[config.mk]
export PLATFORM = sky130hd
export DESIGN_NAME = tdc_readout_ctrl
export DESIGN_NICKNAME = d
export VERILOG_FILES = /design/src/rtl/tdc_readout_ctrl.sv
export SDC_FILE = /design/constraint.sdc
export NUM_CORES = 1
export LEC_CHECK = 0
export ABC_CLOCK_PERIOD_IN_PS = 1900
export CAP_MARGIN = 40
export CORE_MARGIN = 1
export CORE_UTILIZATION = 48
export CTS_CLUSTER_DIAMETER = 120
export CTS_CLUSTER_SIZE = 30
export DETAILED_ROUTE_END_ITERATION = 12
export HOLD_SLACK_MARGIN = 0.03
export PLACE_DENSITY = 0.75
export SYNTH_ARGS = -nofsm -noshare
export SYNTH_HDL_FRONTEND = slang
export SYNTH_SLANG_ARGS = --single-unit
[constraint.sdc]
create_clock -name clk -period 1.9 [get_ports clk]
set_input_delay 0.38 -clock clk [delete_from_list [all_inputs] [get_ports clk]]
set_output_delay 0.38 -clock clk [all_outputs]
set_load 0.01 [all_outputs]
[src/rtl/tdc_readout_ctrl.sv]
// TDC delay-line sequencer and read-out: launches shots, converts the thermometer code
// to a transition count, and accumulates sum/min/max/bubble over 2**LOG2_AVG shots.
module tdc_readout_ctrl #(
    parameter int N_DELAY    = 32,
    parameter int LOG2_AVG   = 3,
    parameter int SETTLE_CYC = 2,
    parameter int CW         = $clog2(N_DELAY + 1)
) (
    input  logic                   clk,
    input  logic                   rst,
    input  logic                   en,
    input  logic [N_DELAY-1:0]     thermo_in,
    output logic                   start_out,
    output logic [CW+LOG2_AVG-1:0] result_sum,
    output logic [CW-1:0]          result_min,
    output logic [CW-1:0]          result_max,
    output logic                   result_bubble,
    output logic                   result_valid,
    input  logic                   result_ready
);
    // state    | meaning
    // S_IDLE   | waiting for en; accumulators held at their window-start values
    // S_LAUNCH | start pulse to the delay line (one cycle)
    // S_SETTLE | SETTLE_CYC cycles for the line to settle
    // S_SAMPLE | capture one shot and fold it into the accumulators
    // S_HOLD   | result presented until the host accepts it
    typedef enum logic [2:0] {
        S_IDLE,
        S_LAUNCH,
        S_SETTLE,
        S_SAMPLE,
        S_HOLD
    } state_t;

    localparam int SW     = CW + LOG2_AVG;
    localparam int SHOT_W = (LOG2_AVG > 0) ? LOG2_AVG : 1;
    localparam int SCW    = (SETTLE_CYC > 1) ? $clog2(SETTLE_CYC) : 1;
    localparam logic [SHOT_W-1:0] LAST_SHOT = SHOT_W'((1 << LOG2_AVG) - 1);

    state_t            state_q, state_d;
    logic [SCW-1:0]    settle_q, settle_d;
    logic [SHOT_W-1:0] shot_q, shot_d;
    logic [SW-1:0]     sum_q, sum_d;
    logic [CW-1:0]     min_q, min_d;
    logic [CW-1:0]     max_q, max_d;
    logic              bub_q, bub_d;
    logic [SW-1:0]     res_sum_q, res_sum_d;
    logic [CW-1:0]     res_min_q, res_min_d;
    logic [CW-1:0]     res_max_q, res_max_d;
    logic              res_bub_q, res_bub_d;
    logic              valid_q, valid_d;
    logic              start_q, start_d;

    logic [CW-1:0]     shot_cnt;
    logic              shot_bub;

    // Popcount rather than first-zero search, so bubbles still count every captured one.
    always_comb begin
        shot_cnt = '0;
        shot_bub = 1'b0;
        for (int i = 0; i < N_DELAY; i++) begin
            shot_cnt = shot_cnt + CW'(thermo_in[i]);
        end
        for (int i = 0; i < N_DELAY - 1; i++) begin
            if (!thermo_in[i] && thermo_in[i+1]) begin
                shot_bub = 1'b1;
            end
        end
    end

    always_comb begin
        state_d   = state_q;
        settle_d  = settle_q;
        shot_d    = shot_q;
        sum_d     = sum_q;
        min_d     = min_q;
        max_d     = max_q;
        bub_d     = bub_q;
        res_sum_d = res_sum_q;
        res_min_d = res_min_q;
        res_max_d = res_max_q;
        res_bub_d = res_bub_q;
        case (state_q)
            S_IDLE: begin
                shot_d = '0;
                sum_d  = '0;
                min_d  = CW'(N_DELAY);
                max_d  = '0;
                bub_d  = 1'b0;
                if (en) begin
                    state_d = S_LAUNCH;
                end
            end
            S_LAUNCH: begin
                settle_d = SCW'(SETTLE_CYC - 1);
                state_d  = S_SETTLE;
            end
            S_SETTLE: begin
                if (settle_q == '0) begin
                    state_d = S_SAMPLE;
                end else begin
                    settle_d = settle_q - 1'b1;
                end
            end
            S_SAMPLE: begin
                sum_d = sum_q + SW'(shot_cnt);
                min_d = (shot_cnt < min_q) ? shot_cnt : min_q;
                max_d = (shot_cnt > max_q) ? shot_cnt : max_q;
                bub_d = bub_q | shot_bub;
                if (shot_q == LAST_SHOT) begin
                    res_sum_d = sum_d;
                    res_min_d = min_d;
                    res_max_d = max_d;
                    res_bub_d = bub_d;
                    state_d   = S_HOLD;
                end else begin
                    shot_d  = shot_q + 1'b1;
                    state_d = S_LAUNCH;
                end
            end
            S_HOLD: begin
                if (result_ready) begin
                    state_d = S_IDLE;
                end
            end
            default: state_d = S_IDLE;
        endcase
        // Registered from the next state so both track the FSM without a cycle of lag.
        start_d = (state_d == S_LAUNCH);
        valid_d = (state_d == S_HOLD);
    end

    always_ff @(posedge clk or posedge rst) begin
        if (rst) begin
            state_q   <= S_IDLE;
            settle_q  <= '0;
            shot_q    <= '0;
            sum_q     <= '0;
            min_q     <= '0;
            max_q     <= '0;
            bub_q     <= 1'b0;
            res_sum_q <= '0;
            res_min_q <= '0;
            res_max_q <= '0;
            res_bub_q <= 1'b0;
            valid_q   <= 1'b0;
            start_q   <= 1'b0;
        end else begin
            state_q   <= state_d;
            settle_q  <= settle_d;
            shot_q    <= shot_d;
            sum_q     <= sum_d;
            min_q     <= min_d;
            max_q     <= max_d;
            bub_q     <= bub_d;
            res_sum_q <= res_sum_d;
            res_min_q <= res_min_d;
            res_max_q <= res_max_d;
            res_bub_q <= res_bub_d;
            valid_q   <= valid_d;
            start_q   <= start_d;
        end
    end

    assign start_out     = start_q;
    assign result_sum    = res_sum_q;
    assign result_min    = res_min_q;
    assign result_max    = res_max_q;
    assign result_bubble = res_bub_q;
    assign result_valid  = valid_q;

endmodule

==> results of run 1 <==
layout make-up:
cell class	count	area (um2)
Inverter	49	184
Tap cell	102	128
Multi-Input combinational cell	296	2700
Fill cell	499	2000
Clock inverter	2	16.3
Clock buffer	6	82.6
Timing Repair Buffer	151	1300
Sequential cell	53	1330
sequential cells by signal, indices dropped and copies added (netlist names), 3 cells and up:
register and count:
max_q 6, min_q 6, result_min 6, shot_q 3
sum_q 9, state_q 3, result_sum 9, result_max 6
how the worst min path moves through the flow:
stage,startpoint,to,slack [ns],cells after the start
final,rst,result_min[3],0.41,3
after global routing,rst,result_valid,0.45,3
after CTS,rst,result_sum[3],0.44,3
after detailed placement,result_sum[1],result_sum[1],0.47,2
after global placement,result_sum[4],result_sum[4],0.46,2
after floorplan,bub_q,bub_q,0.44,2
what timing repair did:
item                                    CTS  global route
pin swaps                                53            36
endpoints found under the hold margin     0             0
setup buffers                            14             5
gates resized for setup                  95            48
endpoints found under the setup margin   43            44
cloned                                    0             0
cell usage in the layout (no fill, tap or decap), drive strengths merged, types with 4 or more instances in the layout:
master         synthesis  final
a31oi                  4      4
nand3                  4      4
nand2b                 7      7
o21ai                 32     32
and2                   9      9
xor2                   5      5
nor2                  20     20
a22o                   6      6
nor3                   7      7
o22ai                 12     12
ha                    26     26
clkdlybuf4s50          0     44
dfrtp                 53     53
buf                    8    101
and3                   5      5
clkbuf                 2     11
fa                    25     25
xnor2                  4      4
nand2                 63     63
mux2i                  8      8
inv                   48     49
a22oi                  4      4
a21oi                 12     12
critical path, stage by stage:
cell                              delay, ns
sky130_fd_sc_hd__clkdlybuf4s15_2       0.19
sky130_fd_sc_hd__inv_2                 0.04
sky130_fd_sc_hd__fa_1                  0.47
sky130_fd_sc_hd__fa_2                  0.55
sky130_fd_sc_hd__fa_1                  0.44
sky130_fd_sc_hd__fa_1                  0.54
sky130_fd_sc_hd__fa_1                  0.44
sky130_fd_sc_hd__fa_1                  0.53
sky130_fd_sc_hd__inv_2                 0.05
sky130_fd_sc_hd__ha_4                  0.16
sky130_fd_sc_hd__fa_2                  0.36
sky130_fd_sc_hd__a21o_1                0.22
sky130_fd_sc_hd__a21oi_2               0.21
sky130_fd_sc_hd__xnor2_2               0.13
sky130_fd_sc_hd__ha_1                  0.39
sky130_fd_sc_hd__nand3_2               0.10
sky130_fd_sc_hd__nand2_2               0.08
sky130_fd_sc_hd__a211oi_4              0.29
sky130_fd_sc_hd__buf_6                 0.15
sky130_fd_sc_hd__buf_6                 0.13
sky130_fd_sc_hd__mux2i_4               0.23
sky130_fd_sc_hd__o21ai_1               0.09
stage by stage:
| step | TNS, ns | setup slack [ns] | utilization (%) | hold WS (ns) |
|---|---|---|---|---|
| CTS | -151.01 | -3.86 | 72.1 | 0.438 |
| finish | -155.06 | -4.07 | 74.2 | 0.412 |
| global route | -162.15 | -4.20 | 74.2 | 0.450 |
| global placement | -178.88 | -4.55 | 67.6 | 0.459 |
| detailed placement | -183.79 | -4.68 | 67.6 | 0.474 |
| floorplan | -150.32 | -3.84 | - | 0.445 |
layer usage:
metal / wire length [um] / up-vias
met3: 463 / 46
met2: 5880 / 128
met1: 4710 / 1774
li1: - / 1688
met5: 0 / -
met4: 535 / 0
cells by family (layout without fill, tap and decap cells):
family | Yosys count | count (layout)
and+or+nand+nor | 125 | 125
AOI/OAI and AO/OA | 100 | 100
xor gates and xnor gates | 9 | 9
adders and majority gates | 51 | 51
buffers and inverters | 59 | 208
DFF | 53 | 53
muxes | 11 | 11
==> impl_metrics.yaml, run 1 <==
synth:
  synth_largest_area_cell: "sky130_fd_sc_hd__dfrtp_1"
  syn-mean-instance-area_um2: 9.43
  ys_warn_count: 0
  dominantRegCellSynth: "sky130_fd_sc_hd__dfrtp_1"
  synth_top_family_by_area: "adder cells"
  syn-cell-area_mm2: 0.00385
  muxShareOfSynthArea_pct: 2.96
  yosys-top-cells-count: "63 x sky130_fd_sc_hd__nand2_1, 53 x sky130_fd_sc_hd__dfrtp_1, 48 x sky130_fd_sc_hd__inv_1"
  yosysUniqueCellTypes: 50
  post_synth_fa_ha_maj_area_fraction_pct: 21.5
  synth-seq-cells: 53
  syn-num-nets: 495
  synthDominantCellAreaShare_pct: 34.5
  netlist_top_cells_area: "sky130_fd_sc_hd__dfrtp_1 34%, sky130_fd_sc_hd__fa_1 13%, sky130_fd_sc_hd__ha_1 8.5%"
  synthSimpleGateAreaFrac_pct: 15.1
  synth_compound_gate_area_share_pct: 17.9
  asyncSetResetFlopFracSynth_pct: 100
  synth-xor-area-share_pct: 2.05
  sequential_to_total_area_share_from_yosys_stat_pct: 34.5
  synth_enable_flop_cells: 0
  yosys.cell_count.top_type: "sky130_fd_sc_hd__nand2_1"
  netlist_instances: 408
clock_network:
  cts_inserted_buffers: 5
  clockBufferDepth: 2
  clock_tree_from_tritoncts: "yes"
  h-tree-depth: 2
  root_buffer_selected_by_cts: "sky130_fd_sc_hd__clkbuf_8"
  cts_hold_buffers: 0
  clkLatencyLatePin_ns: 0.32
  register_clock_pin_slew_on_the_reported_worst_setup_and_hold_paths_ns: 0.11
  clkSinkCount: 53
grt:
  vias_in_the_first_global_route: 3725
  grt_max_degree: 54
  grt_use_total_pct: 27.6
  antenna_violations_before_repair: 0
  grt.overflow.total: 0
  gr-usage-met2_pct: 47.4
  grt.busiest_layer: "met2"
  met3_global_route_usage_pct: 3.94
  grt.met1_usage_pct: 35.0
  grt_first_pass_wirelength_um: 18000
timing:
  layout_worst_path_cycle_share_pct: 314
  rsz_0062_raised_after_global_routing: "yes"
  timing.slew.headroom_pct: 74.8
  crit_path_setup_slack_layout_ns: -4.07
  timing_worst_slew_pin_value_ns: 0.377
  final.setup_skew_ns: 0.00807
  finalMaxSlewViolations: 0
  timing.fmax_mhz: 168
  finalHoldViolCount: 0
  final-setup-viol-count: 42
  finalCriticalPeriod_ns: 5.97
run:
  cap_violations: 0
detailed_routing:
  detail_route.wirelength_um: 11600
  drtAntennaViolNets: 0
  post-route-drc-count: 0
  post_drt_via_cell_ratio: 5.52
  dr_total_vias: 3636
  drtPass1Iterations: 4
  detail_route.wl_per_cell_um: 17.6
  drt_iter0_drc: 256
finish:
  stdcell_count: 659
  layout.cell_area.non_filler_mm2: 0.00573
  final_nets: 643
  drive_above_1_share_pct: 34.5
  layout-area-overhead-vs-synth_pct: 49.0
  antenna_cells: 0
worst_setup_path:
  rrSetupSlack_ns: -0.22
  critPathKind: "input pin to register"
  r2r.worst_path.cells: 9
  worstSetupEndpointType: "register"
  setup.worst_path.end: "result_min[2]"
  critPathRequiredTime_ns: 2.12
  critPathArrivalTime_ns: 6.19
  crit_path_max_fanout: 4
  r2r-end: "result_min[2]"
  startpoint_class_of_the_critical_path: "input pin"
  crit_path_start: "thermo_in[7]"
  worst_r2r_startpoint: "min_q[1]"
placement:
  placed_area_mm2: 0.00523
  buffer_ports.inserted: 59
  dp_hpwl_um: 8040
  placed_cells_incl_taps: 634
  gpl.final_weighted_congestion: 0.902
floorplanning:
  coreArea_mm2: 0.00773
  fp.dieW_um: 91.5
  ioPinCount: 60
  die_height_um: 91.5
  placementRows: 32
  fp.dieArea_mm2: 0.00838
  initial_utilization_pct: 49.8
run_status:
  failed_checks: "negative setup slack"
  result_of_the_run: "finished, violations left"
min_path:
  timing.hold.worst.class: "input pin to async pin"
Power of run 1 is left out: the tool's default activity adds up to more than one toggle a clock period on the data nets, which glitch-free logic cannot reach.
==> run 2: changes to the inputs <==
- CAP_MARGIN: 40 -> 20
- PLACE_DENSITY: 0.75 -> 0.79
==> impl_metrics.yaml, run 2 (synthesis results as in run 1) <==
floorplanning:
  ioPinCount: 60
  fp.dieW_um: 91.5
  fp.dieArea_mm2: 0.00838
  die_height_um: 91.5
  coreArea_mm2: 0.00773
  initial_utilization_pct: 49.8
  placementRows: 32
timing:
  finalMaxSlewViolations: 0
  final.setup_skew_ns: 0.0171
  crit_path_setup_slack_layout_ns: -4.07
  timing.hold.ws_ns: 0.347
  finalHoldViolCount: 0
  rsz_0062_raised_after_global_routing: "yes"
  timing_worst_slew_pin_value_ns: 0.445
  finalCriticalPeriod_ns: 5.97
  timing.slew.headroom_pct: 70.2
  layout_worst_path_cycle_share_pct: 314
  final-setup-viol-count: 42
  timing.fmax_mhz: 168
finish:
  layout.cells.most_common_list: "84 x sky130_fd_sc_hd__buf_4, 56 x sky130_fd_sc_hd__nand2_1, 53 x sky130_fd_sc_hd__dfrtp_1"
  layout.cell_area.non_filler_mm2: 0.00589
  layout_commonest_cell: "sky130_fd_sc_hd__buf_4"
  antenna_cells: 0
  drive_above_1_share_pct: 37.0
  final_nets: 654
  layout-area-overhead-vs-synth_pct: 53.1
detailed_routing:
  post_drt_via_cell_ratio: 5.72
  drtPass1Iterations: 5
  drt_iter0_drc: 210
  drtAntennaViolNets: 0
  dr_total_vias: 3833
  post-route-drc-count: 0
  detail_route.wl_per_cell_um: 19.2
  detail_route.wirelength_um: 12900
clock_network:
  clkLatencyLatePin_ns: 0.33
  clock_tree_from_tritoncts: "yes"
  cts_inserted_buffers: 5
  clockBufferDepth: 2
  register_clock_pin_slew_on_the_reported_worst_setup_and_hold_paths_ns: 0.12
  h-tree-depth: 2
  clkSinkCount: 53
  root_buffer_selected_by_cts: "sky130_fd_sc_hd__clkbuf_8"
worst_setup_path:
  crit_chain: "buf_2 -> fa_1 -> inv_1 -> fa_2 -> fa_1 -> fa_1 -> fa_1 -> fa_1 -> inv_2 -> ha_4 -> fa_2 -> a21o_1 -> a21oi_2 -> xnor2_2 -> buf_4 -> ha_4 -> o21a_1 -> o31a_1 -> buf_4 -> o21ai_4 -> and3_4 -> o31ai_4"
  crit_path_max_fanout: 4
  critical_path.max_stage_delay_ns: 0.57
  worstSetupEndpointType: "register"
  critPathArrivalTime_ns: 6.17
  crit_path_frequent_cell: "sky130_fd_sc_hd__fa_1"
  critical_path.slowest_cell: "sky130_fd_sc_hd__fa_2"
  critPathRequiredTime_ns: 2.10
  critPathKind: "input pin to register"
  startpoint_class_of_the_critical_path: "input pin"
placement:
  buffer_ports.inserted: 59
  gpl.final_weighted_congestion: 0.985
  dp_hpwl_um: 8360
  placed_area_mm2: 0.00525
run:
  cap_violations: 0
min_path:
  timing.hold.worst.class: "input pin to async pin"
grt:
  antenna_violations_before_repair: 0
  vias_in_the_first_global_route: 4002
  grt_first_pass_wirelength_um: 19300
  grt_max_degree: 25
  grt_use_total_pct: 29.6
  grt.overflow.total: 0
run_status:
  failed_checks: "negative setup slack"
  result_of_the_run: "finished, violations left"
[run 2: final timing paths]
check                           endpoint  cells after the start  slack [ns]     startpoint
hold / removal                  min_q[1]                      2        0.35            rst
max in group asynchronous  result_sum[3]                      3        1.03            rst
setup reg to reg           result_sum[6]                      9       -0.29       sum_q[0]
setup / recovery           result_sum[6]                     22       -4.07   thermo_in[3]
min in group clk           result_sum[5]                      2        0.50  result_sum[5]
hold reg to reg            result_sum[5]                      2        0.50  result_sum[5]
[run 2: critical path: cells and delay by family]
family / cells / cell delay, ns
and+or+nand+nor: 1 / 0.23
xor gates and xnor gates: 1 / 0.20
buffers and inverters: 5 / 0.60
adders and majority gates: 9 / 3.82
AOI/OAI and AO/OA: 6 / 0.93
[run 2: repair_timing]
action,in CTS,in global routing
endpoints found under the hold margin,0,0
pin swaps,51,44
setup endpoints to repair,42,44
buffers inserted,19,10
hold buffers,0,0
cloned,0,0
resized for setup,98,61
[run 2: metrics by stage]
| step | TNS [ns] | cells | utilization [%] | setup WS (ns) |
|---|---|---|---|---|
| after floorplan | -150.32 | 408 | - | -3.84 |
| after global placement | -179.86 | 637 | 67.9 | -4.59 |
| after detailed placement | -184.49 | 637 | 67.9 | -4.68 |
| after CTS | -152.79 | 662 | 73.2 | -3.91 |
| after global routing | -163.26 | 670 | 76.2 | -4.21 |
| final | -157.03 | 670 | 76.2 | -4.07 |
[run 2: routing by layer]
layer	vias up	share of wire [%]	track usage [%]
li1	1716	-	-
met1	1889	39	36.5
met2	175	52	51.3
met3	53	5.1	3.60
met4	0	4.3	14.4
met5	-	0	0
[run 2: layout make-up]
cell class                      count  area, um2
Timing Repair Buffer              162       1390
Multi-Input combinational cell    296       2760
Fill cell                         451       1840
Inverter                           49        186
Sequential cell                    53       1330
Clock inverter                      3       26.3
Tap cell                          102        128
Clock buffer                        5       68.8
Power of run 2 is left out for the same reason.
==> run 3: changes to the inputs <==
- CTS_CLUSTER_DIAMETER: 120 -> unset
==> results of run 3 <==
Final layout, timing and power as in run 2 (identical DEF).
Power of run 3 is left out for the same reason.
